**src/rtl/accel_pkg.sv**
```systemverilog
// Shared accelerator types: vector payload, memory op codes, arbiter states.
package accel_pkg;

    localparam int unsigned VECTOR_DEPTH = 4;
    localparam int unsigned VECTOR_WIDTH = 16;
    localparam int unsigned OP_W         = 4;
    localparam int unsigned IDX_W        = 4;
    localparam int unsigned STAT_W       = 16;

    typedef logic [VECTOR_DEPTH-1:0][VECTOR_WIDTH-1:0] vector_data_t;

    typedef enum logic [OP_W-1:0] {
        MEM_LOAD  = 4'b0001,
        MEM_STORE = 4'b0010,
        MEM_COMP  = 4'b0100
    } mem_op_t;

    typedef enum logic [1:0] {
        IDLE,
        ACCESS,
        DONE
    } arb_state_t;

    // Request captured from the winning unit at arbitration time.
    typedef struct packed {
        logic [OP_W-1:0]  op;
        logic [IDX_W-1:0] idx;
        vector_data_t     data;
    } mem_req_t;

endpackage

```
**src/rtl/vec_mem_arbiter_if.sv**
```systemverilog
// Unit-side bus of the vector-memory arbiter.
// grant_count exists only when VEC_MEM_ARB_STATS_EN is defined.
interface vec_mem_arbiter_if #(
    parameter int unsigned NUM_UNITS = 4
) ();

    logic [NUM_UNITS-1:0]                        mem_request;
    logic [NUM_UNITS-1:0][accel_pkg::OP_W-1:0]   mem_op_type;
    logic [NUM_UNITS-1:0][accel_pkg::IDX_W-1:0]  vec_index;
    accel_pkg::vector_data_t [NUM_UNITS-1:0]     write_data;
    logic [NUM_UNITS-1:0]                        mem_grant;
    logic [NUM_UNITS-1:0]                        mem_done;
    logic [NUM_UNITS-1:0]                        mem_error;
    accel_pkg::vector_data_t                     read_data;
    logic                                        busy;
`ifdef VEC_MEM_ARB_STATS_EN
    logic [NUM_UNITS-1:0][accel_pkg::STAT_W-1:0] grant_count;

    modport master (
        output mem_request, mem_op_type, vec_index, write_data,
        input  mem_grant, mem_done, mem_error, read_data, busy, grant_count
    );
    modport slave (
        input  mem_request, mem_op_type, vec_index, write_data,
        output mem_grant, mem_done, mem_error, read_data, busy, grant_count
    );
`else
    modport master (
        output mem_request, mem_op_type, vec_index, write_data,
        input  mem_grant, mem_done, mem_error, read_data, busy
    );
    modport slave (
        input  mem_request, mem_op_type, vec_index, write_data,
        output mem_grant, mem_done, mem_error, read_data, busy
    );
`endif

endinterface

```
**src/rtl/rr_arbiter.sv**
```systemverilog
// Combinational round-robin pick: first requester at or after ptr, wrapping.
module rr_arbiter #(
    parameter  int unsigned N  = 4,
    localparam int unsigned PW = (N > 1) ? $clog2(N) : 1
) (
    input  logic [N-1:0]  req,
    input  logic [PW-1:0] ptr,
    output logic [N-1:0]  grant,
    output logic          any
);

    logic          found;
    logic [PW-1:0] j;

    always_comb begin
        grant = '0;
        found = 1'b0;
        j     = '0;
        for (int unsigned i = 0; i < N; i++) begin
            j = PW'((32'(ptr) + i) % N);
            if (!found && req[j]) begin
                grant[j] = 1'b1;
                found    = 1'b1;
            end
        end
    end

    assign any = |req;

endmodule

```
**src/rtl/vec_mem_arbiter.sv**
```systemverilog
// Round-robin server for a shared vector register file (load/store/compute fetch).
// Define VEC_MEM_ARB_STATS_EN to add saturating per-unit grant counters.
module vec_mem_arbiter
    import accel_pkg::*;
#(
    parameter int unsigned NUM_UNITS   = 4,
    parameter int unsigned VEC_ENTRIES = 16,
    parameter int unsigned MEM_LATENCY = 2
) (
    input  logic              clk,
    input  logic              rst_n,
    vec_mem_arbiter_if.slave  bus
);

    localparam int unsigned UIDX_W = (NUM_UNITS > 1) ? $clog2(NUM_UNITS) : 1;
    localparam int unsigned EIDX_W = (VEC_ENTRIES > 1) ? $clog2(VEC_ENTRIES) : 1;
    localparam int unsigned CNT_W  = 4;

    arb_state_t            state_q, state_d;
    logic [CNT_W-1:0]      cnt_q, cnt_d;
    logic [UIDX_W-1:0]     rr_ptr_q, rr_ptr_d;
    mem_req_t              req_q, req_d;
    logic [NUM_UNITS-1:0]  grant_q, grant_d;
    logic [NUM_UNITS-1:0]  done_q, done_d;
    logic [NUM_UNITS-1:0]  error_q, error_d;
    vector_data_t          rdata_q, rdata_d;
    logic                  busy_q, busy_d;
    logic                  mem_we;

    logic [NUM_UNITS-1:0]  arb_grant;
    logic                  arb_any;
    logic [UIDX_W-1:0]     win_c;
    logic                  op_ok, idx_ok;

    vector_data_t          mem [VEC_ENTRIES];

    rr_arbiter #(.N(NUM_UNITS)) u_rr (
        .req   (bus.mem_request),
        .ptr   (rr_ptr_q),
        .grant (arb_grant),
        .any   (arb_any)
    );

    // One-hot grant to index.
    always_comb begin
        win_c = '0;
        for (int unsigned i = 0; i < NUM_UNITS; i++) begin
            if (arb_grant[i]) win_c = UIDX_W'(i);
        end
    end

    assign op_ok  = (req_q.op == MEM_LOAD) || (req_q.op == MEM_STORE) || (req_q.op == MEM_COMP);
    assign idx_ok = 32'(req_q.idx) < VEC_ENTRIES;

    always_ff @(posedge clk or negedge rst_n) begin
        if (!rst_n) begin
            state_q  <= IDLE;
            cnt_q    <= '0;
            rr_ptr_q <= '0;
            req_q    <= '0;
            grant_q  <= '0;
            done_q   <= '0;
            error_q  <= '0;
            rdata_q  <= '0;
            busy_q   <= 1'b0;
        end else begin
            state_q  <= state_d;
            cnt_q    <= cnt_d;
            rr_ptr_q <= rr_ptr_d;
            req_q    <= req_d;
            grant_q  <= grant_d;
            done_q   <= done_d;
            error_q  <= error_d;
            rdata_q  <= rdata_d;
            busy_q   <= busy_d;
        end
    end

    always_comb begin
        state_d  = state_q;
        cnt_d    = cnt_q;
        rr_ptr_d = rr_ptr_q;
        req_d    = req_q;
        grant_d  = grant_q;
        done_d   = done_q;
        error_d  = error_q;
        rdata_d  = rdata_q;
        busy_d   = busy_q;
        mem_we   = 1'b0;
        unique case (state_q)
            IDLE: begin
                if (arb_any) begin
                    state_d    = ACCESS;
                    cnt_d      = CNT_W'(MEM_LATENCY - 1);
                    rr_ptr_d   = UIDX_W'((32'(win_c) + 1) % NUM_UNITS);
                    req_d.op   = bus.mem_op_type[win_c];
                    req_d.idx  = bus.vec_index[win_c];
                    req_d.data = bus.write_data[win_c];
                    grant_d    = arb_grant;
                    busy_d     = 1'b1;
                end
            end
            ACCESS: begin
                if (cnt_q == '0) begin
                    state_d = DONE;
                    done_d  = grant_q;
                    if (!op_ok || !idx_ok) begin
                        error_d = grant_q;
                        rdata_d = '0;
                    end else if (req_q.op == MEM_STORE) begin
                        mem_we = 1'b1;
                    end else begin
                        rdata_d = mem[req_q.idx[EIDX_W-1:0]];
                    end
                end else begin
                    cnt_d = cnt_q - CNT_W'(1);
                end
            end
            DONE: begin
                state_d = IDLE;
                grant_d = '0;
                done_d  = '0;
                error_d = '0;
                busy_d  = 1'b0;
            end
            default: state_d = IDLE;
        endcase
    end

    // Register file is deliberately not reset; reset keeps mem_we low so an aborted store never lands.
    always_ff @(posedge clk) begin
        if (mem_we) mem[req_q.idx[EIDX_W-1:0]] <= req_q.data;
    end

    assign bus.mem_grant = grant_q;
    assign bus.mem_done  = done_q;
    assign bus.mem_error = error_q;
    assign bus.read_data = rdata_q;
    assign bus.busy      = busy_q;

`ifdef VEC_MEM_ARB_STATS_EN
    logic [NUM_UNITS-1:0][STAT_W-1:0] grant_cnt_q;

    // Counts ACCESS entries per unit, saturating.
    always_ff @(posedge clk or negedge rst_n) begin
        if (!rst_n) begin
            grant_cnt_q <= '0;
        end else if (state_q == IDLE && arb_any && grant_cnt_q[win_c] != '1) begin
            grant_cnt_q[win_c] <= grant_cnt_q[win_c] + STAT_W'(1);
        end
    end

    assign bus.grant_count = grant_cnt_q;
`endif

endmodule

```
**src/flat_wrapper.sv**
```systemverilog
// flat-port wrapper written by rule: the top's interface ports become plain ports
module vec_mem_arbiter_flat import accel_pkg::*;
#(
    parameter int unsigned NUM_UNITS   = 4,
    parameter int unsigned VEC_ENTRIES = 16,
    parameter int unsigned MEM_LATENCY = 2
)
  (clk, rst_n, bus_mem_request, bus_mem_op_type, bus_vec_index, bus_write_data, bus_mem_grant, bus_mem_done, bus_mem_error, bus_read_data, bus_busy);
  vec_mem_arbiter_if #(.NUM_UNITS(NUM_UNITS)) bus_i ();
  input  logic clk;
  input  logic rst_n;
  input wire logic [$bits(bus_i.mem_request)-1:0] bus_mem_request;
  input wire logic [$bits(bus_i.mem_op_type)-1:0] bus_mem_op_type;
  input wire logic [$bits(bus_i.vec_index)-1:0] bus_vec_index;
  input wire logic [$bits(bus_i.write_data)-1:0] bus_write_data;
  output wire logic [$bits(bus_i.mem_grant)-1:0] bus_mem_grant;
  output wire logic [$bits(bus_i.mem_done)-1:0] bus_mem_done;
  output wire logic [$bits(bus_i.mem_error)-1:0] bus_mem_error;
  output wire logic [$bits(bus_i.read_data)-1:0] bus_read_data;
  output wire logic [$bits(bus_i.busy)-1:0] bus_busy;
  assign bus_i.mem_request = bus_mem_request;
  assign bus_i.mem_op_type = bus_mem_op_type;
  assign bus_i.vec_index = bus_vec_index;
  assign bus_i.write_data = bus_write_data;
  assign bus_mem_grant = bus_i.mem_grant;
  assign bus_mem_done = bus_i.mem_done;
  assign bus_mem_error = bus_i.mem_error;
  assign bus_read_data = bus_i.read_data;
  assign bus_busy = bus_i.busy;
  vec_mem_arbiter #(.NUM_UNITS(NUM_UNITS), .VEC_ENTRIES(VEC_ENTRIES), .MEM_LATENCY(MEM_LATENCY)) u_core (.clk(clk), .rst_n(rst_n), .bus(bus_i));
endmodule
```
**config.mk**
```make
export PLATFORM = sky130hd
export DESIGN_NAME = vec_mem_arbiter_flat
export DESIGN_NICKNAME = d
export VERILOG_FILES = /design/src/rtl/accel_pkg.sv /design/src/rtl/vec_mem_arbiter_if.sv /design/src/rtl/rr_arbiter.sv /design/src/rtl/vec_mem_arbiter.sv /design/src/flat_wrapper.sv
export SDC_FILE = /design/constraint.sdc
export NUM_CORES = 1
export LEC_CHECK = 0
export ABC_AREA = 1
export CAP_MARGIN = 10
export CORE_MARGIN = 1.5
export CORE_UTILIZATION = 53
export CTS_BUF_LIST = sky130_fd_sc_hd__clkbuf_4 sky130_fd_sc_hd__clkbuf_8 sky130_fd_sc_hd__clkbuf_16
export DETAILED_ROUTE_END_ITERATION = 16
export PLACE_DENSITY = 0.8
export SLEW_MARGIN = 40
export SYNTH_ARGS = -nofsm -noshare
export SYNTH_HDL_FRONTEND = slang
export SYNTH_SLANG_ARGS = --single-unit
```
**constraint.sdc**
```tcl
create_clock -name clk -period 6.1 [get_ports clk]
set_input_delay 1.22 -clock clk [delete_from_list [all_inputs] [get_ports clk]]
set_output_delay 1.22 -clock clk [all_outputs]
set_load 0.02 [all_outputs]
```
==> run_results.csv <==
group,metric,value,unit
drt,viasPerCell,6.34,
final_layout,fillers,6461,
global_routing,grt_pass1_vias,33700,
clock_tree,insertion_delay,0.70,ns
clock_tree,cts_setup_buffers,0,
clock_tree,cts_root_buffer,"clkbuf_16",
worst_setup_path,max_stage_delay,0.77,ns
run_status,status,"finished clean",
clock_tree,ctsHoldBuffers,0,
sta,setup_viol,0,
die,dieArea,0.0930,mm^2
yosys,synth_top_area_share,63.6,%
drt,drc,0,
sta,period_share,62.1,%
sta,slew_viol_final,0,
worst_setup_path,reg2regPathDepth,7,
global_routing,overflow,0,
final_layout,fin_nets,4550,
power_and_ir_drop,power_density,529,mW/mm^2
die,die-width,305,um
yosys,syn_inst,3980,
clock_tree,cts_buffers,110,
global_routing,use_met1,40.3,%
flow_run,cap_violations,0,
clock_tree,postCtsResizedCells,0,
yosys,yosys.area.top_type,"edfxtp_1",
yosys,yosysWarnings,0,
placed_design,numPortBuffers,370,
clock_tree,cts.sinks,1181,
sta,worst_pin_slew,0.884,ns
sta,rsz0062_at_grt,"no",
sta,final_hold_viol_count,0,
worst_setup_path,cp.required,6.41,ns
clock_tree,cts_tree,"built",
drt,num_vias,35000,
global_routing,grt_use_met2,48.2,%
die,initial_core_util,53.6,%
clock_tree,cts-htree-levels,3,
worst_setup_path,worstSetupStartpoint,"u_core.req_q[68]$_DFFE_PN0P_",
worst_setup_path,r2r_start,"u_core.req_q[68]$_DFFE_PN0P_",
drt,wl_per_cell,26.1,um
yosys,yosysSeqAreaShare,71.7,%
yosys,synth_area_per_cell,12.1,um^2
die,rows,110,
placed_design,gp_congestion,0.919,
power_and_ir_drop,peakVddDrop,0.000567,V
drt,routed_wl,144000,um
die,die_height,305,um
yosys,netlist-cell-type-count,29,
final_layout,area_growth,18.7,%
power_and_ir_drop,p_leak,20.6,nW
global_routing,grt_pass1_wl,212000,um
sta,setup_slack,2.31,ns
yosys,synth_area_leaders,"edfxtp_1, dfrtp_1, nand3_1, nand2_1, a22oi_1",
worst_setup_path,critPathSlowestCell,"nor2_4",
global_routing,met3_usage,5.62,%
final_layout,drive_above_1_share,8.38,%
global_routing,busiest_layer,"met2",
global_routing,grt_max_degree,176,
global_routing,antenna_found_initial,7,
sta,finalCriticalPeriod,3.79,ns
yosys,syn-num-nets,4283,
drt,drt_iter0_drc,5157,
clock_tree,clkTransAtPathRegs,0.07,ns
global_routing,grtUsageTotal,30.4,%
worst_setup_path,path_cells,"or2_2, nor3_2, inv_1, nor2_1, nand3_1, nor2_4, buf_4",
die,core-area,0.0901,mm^2
worst_setup_path,cp-end-kind,"flip-flop",
sta,worst_hold_slack,0.409,ns
worst_setup_path,arrival,4.10,ns
sta,slew_headroom,40.9,%
drt,ant_nets,0,
clock_tree,cts_max_path_buffers,3,
drt,dr.pass1.iters,6,
die,num_io_pins,371,
worst_setup_path,start_kind,"flip-flop",
worst_setup_path,worstPathMaxFanout,24,
worst_setup_path,path_class,"flip-flop to flip-flop",
placed_design,place_hpwl,83800,um
yosys,mappedNetlistArea,0.0483,mm^2
sta,tns,0,ns
hold_path,min_path_type,"primary input to async pin",
yosys,ys_ff_latch,1181,
final_layout,final_util,63.6,%
sta,max_freq,0.264,GHz
sta,finClkSkew,0.0365,ns
placed_design,place_ws,1.67,ns
==> final cells by class <==
| cell class | count | area (um^2) | area share (%) |
|---|---|---|---|
| flip-flops and latches | 1181 | 34700 | 60.5 |
| multi-input cells | 2257 | 11700 | 20.5 |
| repair buffers | 450 | 4730 | 8.24 |
| clock buffers | 143 | 3050 | 5.31 |
| well taps | 1176 | 1470 | 2.56 |
| inverters | 247 | 942 | 1.64 |
| clock inverters | 64 | 742 | 1.29 |
| diodes | 2 | 5.00 | 0.00872 |
==> sequential cells by signal (all words and copies together), names as in the netlist <==
register and count:
u_core.bus.mem_error 4, u_core.bus.mem_done 4, u_core.bus.mem_grant 4, u_core.cnt_q 4
u_core.bus.read_data 64, u_core.req_q 72, u_core.state_q 2, u_core.bus.busy 1
u_core.mem 1024, u_core.rr_ptr_q 2
==> cells by family (layout without fill, tap and decap cells) <==
kind of cell	count (synthesis)	count (layout)	synth area share, %
and+or+nand+nor	1580	1580	14.7
DFF	1181	1181	71.7
other	0	2	0
AOI/OAI and AO/OA	668	668	8.93
adders and majority gates	9	9	0.233
buffers and inverters	542	904	4.44
==> cell usage after synthesis <==
cell type	instances
nor2_1	216
o22ai_1	4
nand4_1	64
nor2_2	40
nand3b_2	1
a22oi_1	256
nand2_2	4
nand2_1	597
a31oi_1	199
nand2_4	1
buf_6	5
or2_2	2
o21ai_0	113
buf_2	40
buf_1	8
nor3_1	6
nor4_1	34
o31ai_1	31
inv_2	5
nand3_1	613
buf_4	6
clkinv_1	4
inv_1	238
a21oi_1	65
nor2_4	2
edfxtp_1	1024
ha_1	9
dfrtp_1	157
clkbuf_1	236
==> worst max-delay path: cells and delay by family, from the launching register on <==
family	cells	cell delay, ns
flops	1	0.39
simple gates	5	2.26
buf+inv	2	0.73
==> cells in the final DEF, fill, tap and decap left out, types with 14 or more instances in the layout <==
cell,synthesis,layout
edfxtp_1,1024,1024
nand3_1,613,611
nand2_1,597,596
clkdlybuf4s50_1,0,369
a22oi_1,256,256
inv_1,238,235
a31oi_1,199,199
nor2_1,216,197
dfrtp_1,157,155
o21ai_0,113,113
clkbuf_16,0,111
a21oi_1,65,65
nand4_1,64,64
buf_4,6,43
nor2_2,40,41
nor4_1,34,30
o31ai_1,31,30
clkbuf_4,0,27
nor2_4,2,20
clkinv_1,4,18
clkinv_2,0,18
buf_12,0,16
bufinv_16,0,14
==> stage by stage <==
step                power [mW]  std cells  instance area, um^2
detailed placement        23.0       5306                53400
finish                    30.3       5520                57400
global route              31.6       5519                57400
floorplan                 18.7       3980                48400
CTS                       30.1       5513                57200
global placement          22.7       5292                53100
==> path summary, 6_finish.rpt <==
path / end / slack (ns)
max: u_core.mem[15][58]$_DFFE_PP_ / 2.31
min: u_core.req_q[25]$_DFFE_PN0P_ / 0.41
max reg2reg: u_core.mem[15][58]$_DFFE_PP_ / 2.31
min reg2reg: u_core.bus.read_data[31]$_DFFE_PN0P_ / 0.51
max in group asynchronous: u_core.bus.read_data[44]$_DFFE_PN0P_ / 4.79
min in group clk: u_core.bus.read_data[31]$_DFFE_PN0P_ / 0.51
==> routing by layer <==
metal,part of all wire (%),vias to the layer above
li1,-,15100
met3,12,417
met2,47,2587
met4,5.4,4
met5,0.018,-
met1,36,16800
==> power by group <==
group	total (mW)	internal (mW)	leakage, nW	switching [mW]
Combinational	11.3	3.36	7.56	7.92
Sequential	11.9	10.4	11.2	1.53
Clock	7.12	4.13	1.87	2.98
Note: power is estimated with default switching activity, not from simulation.
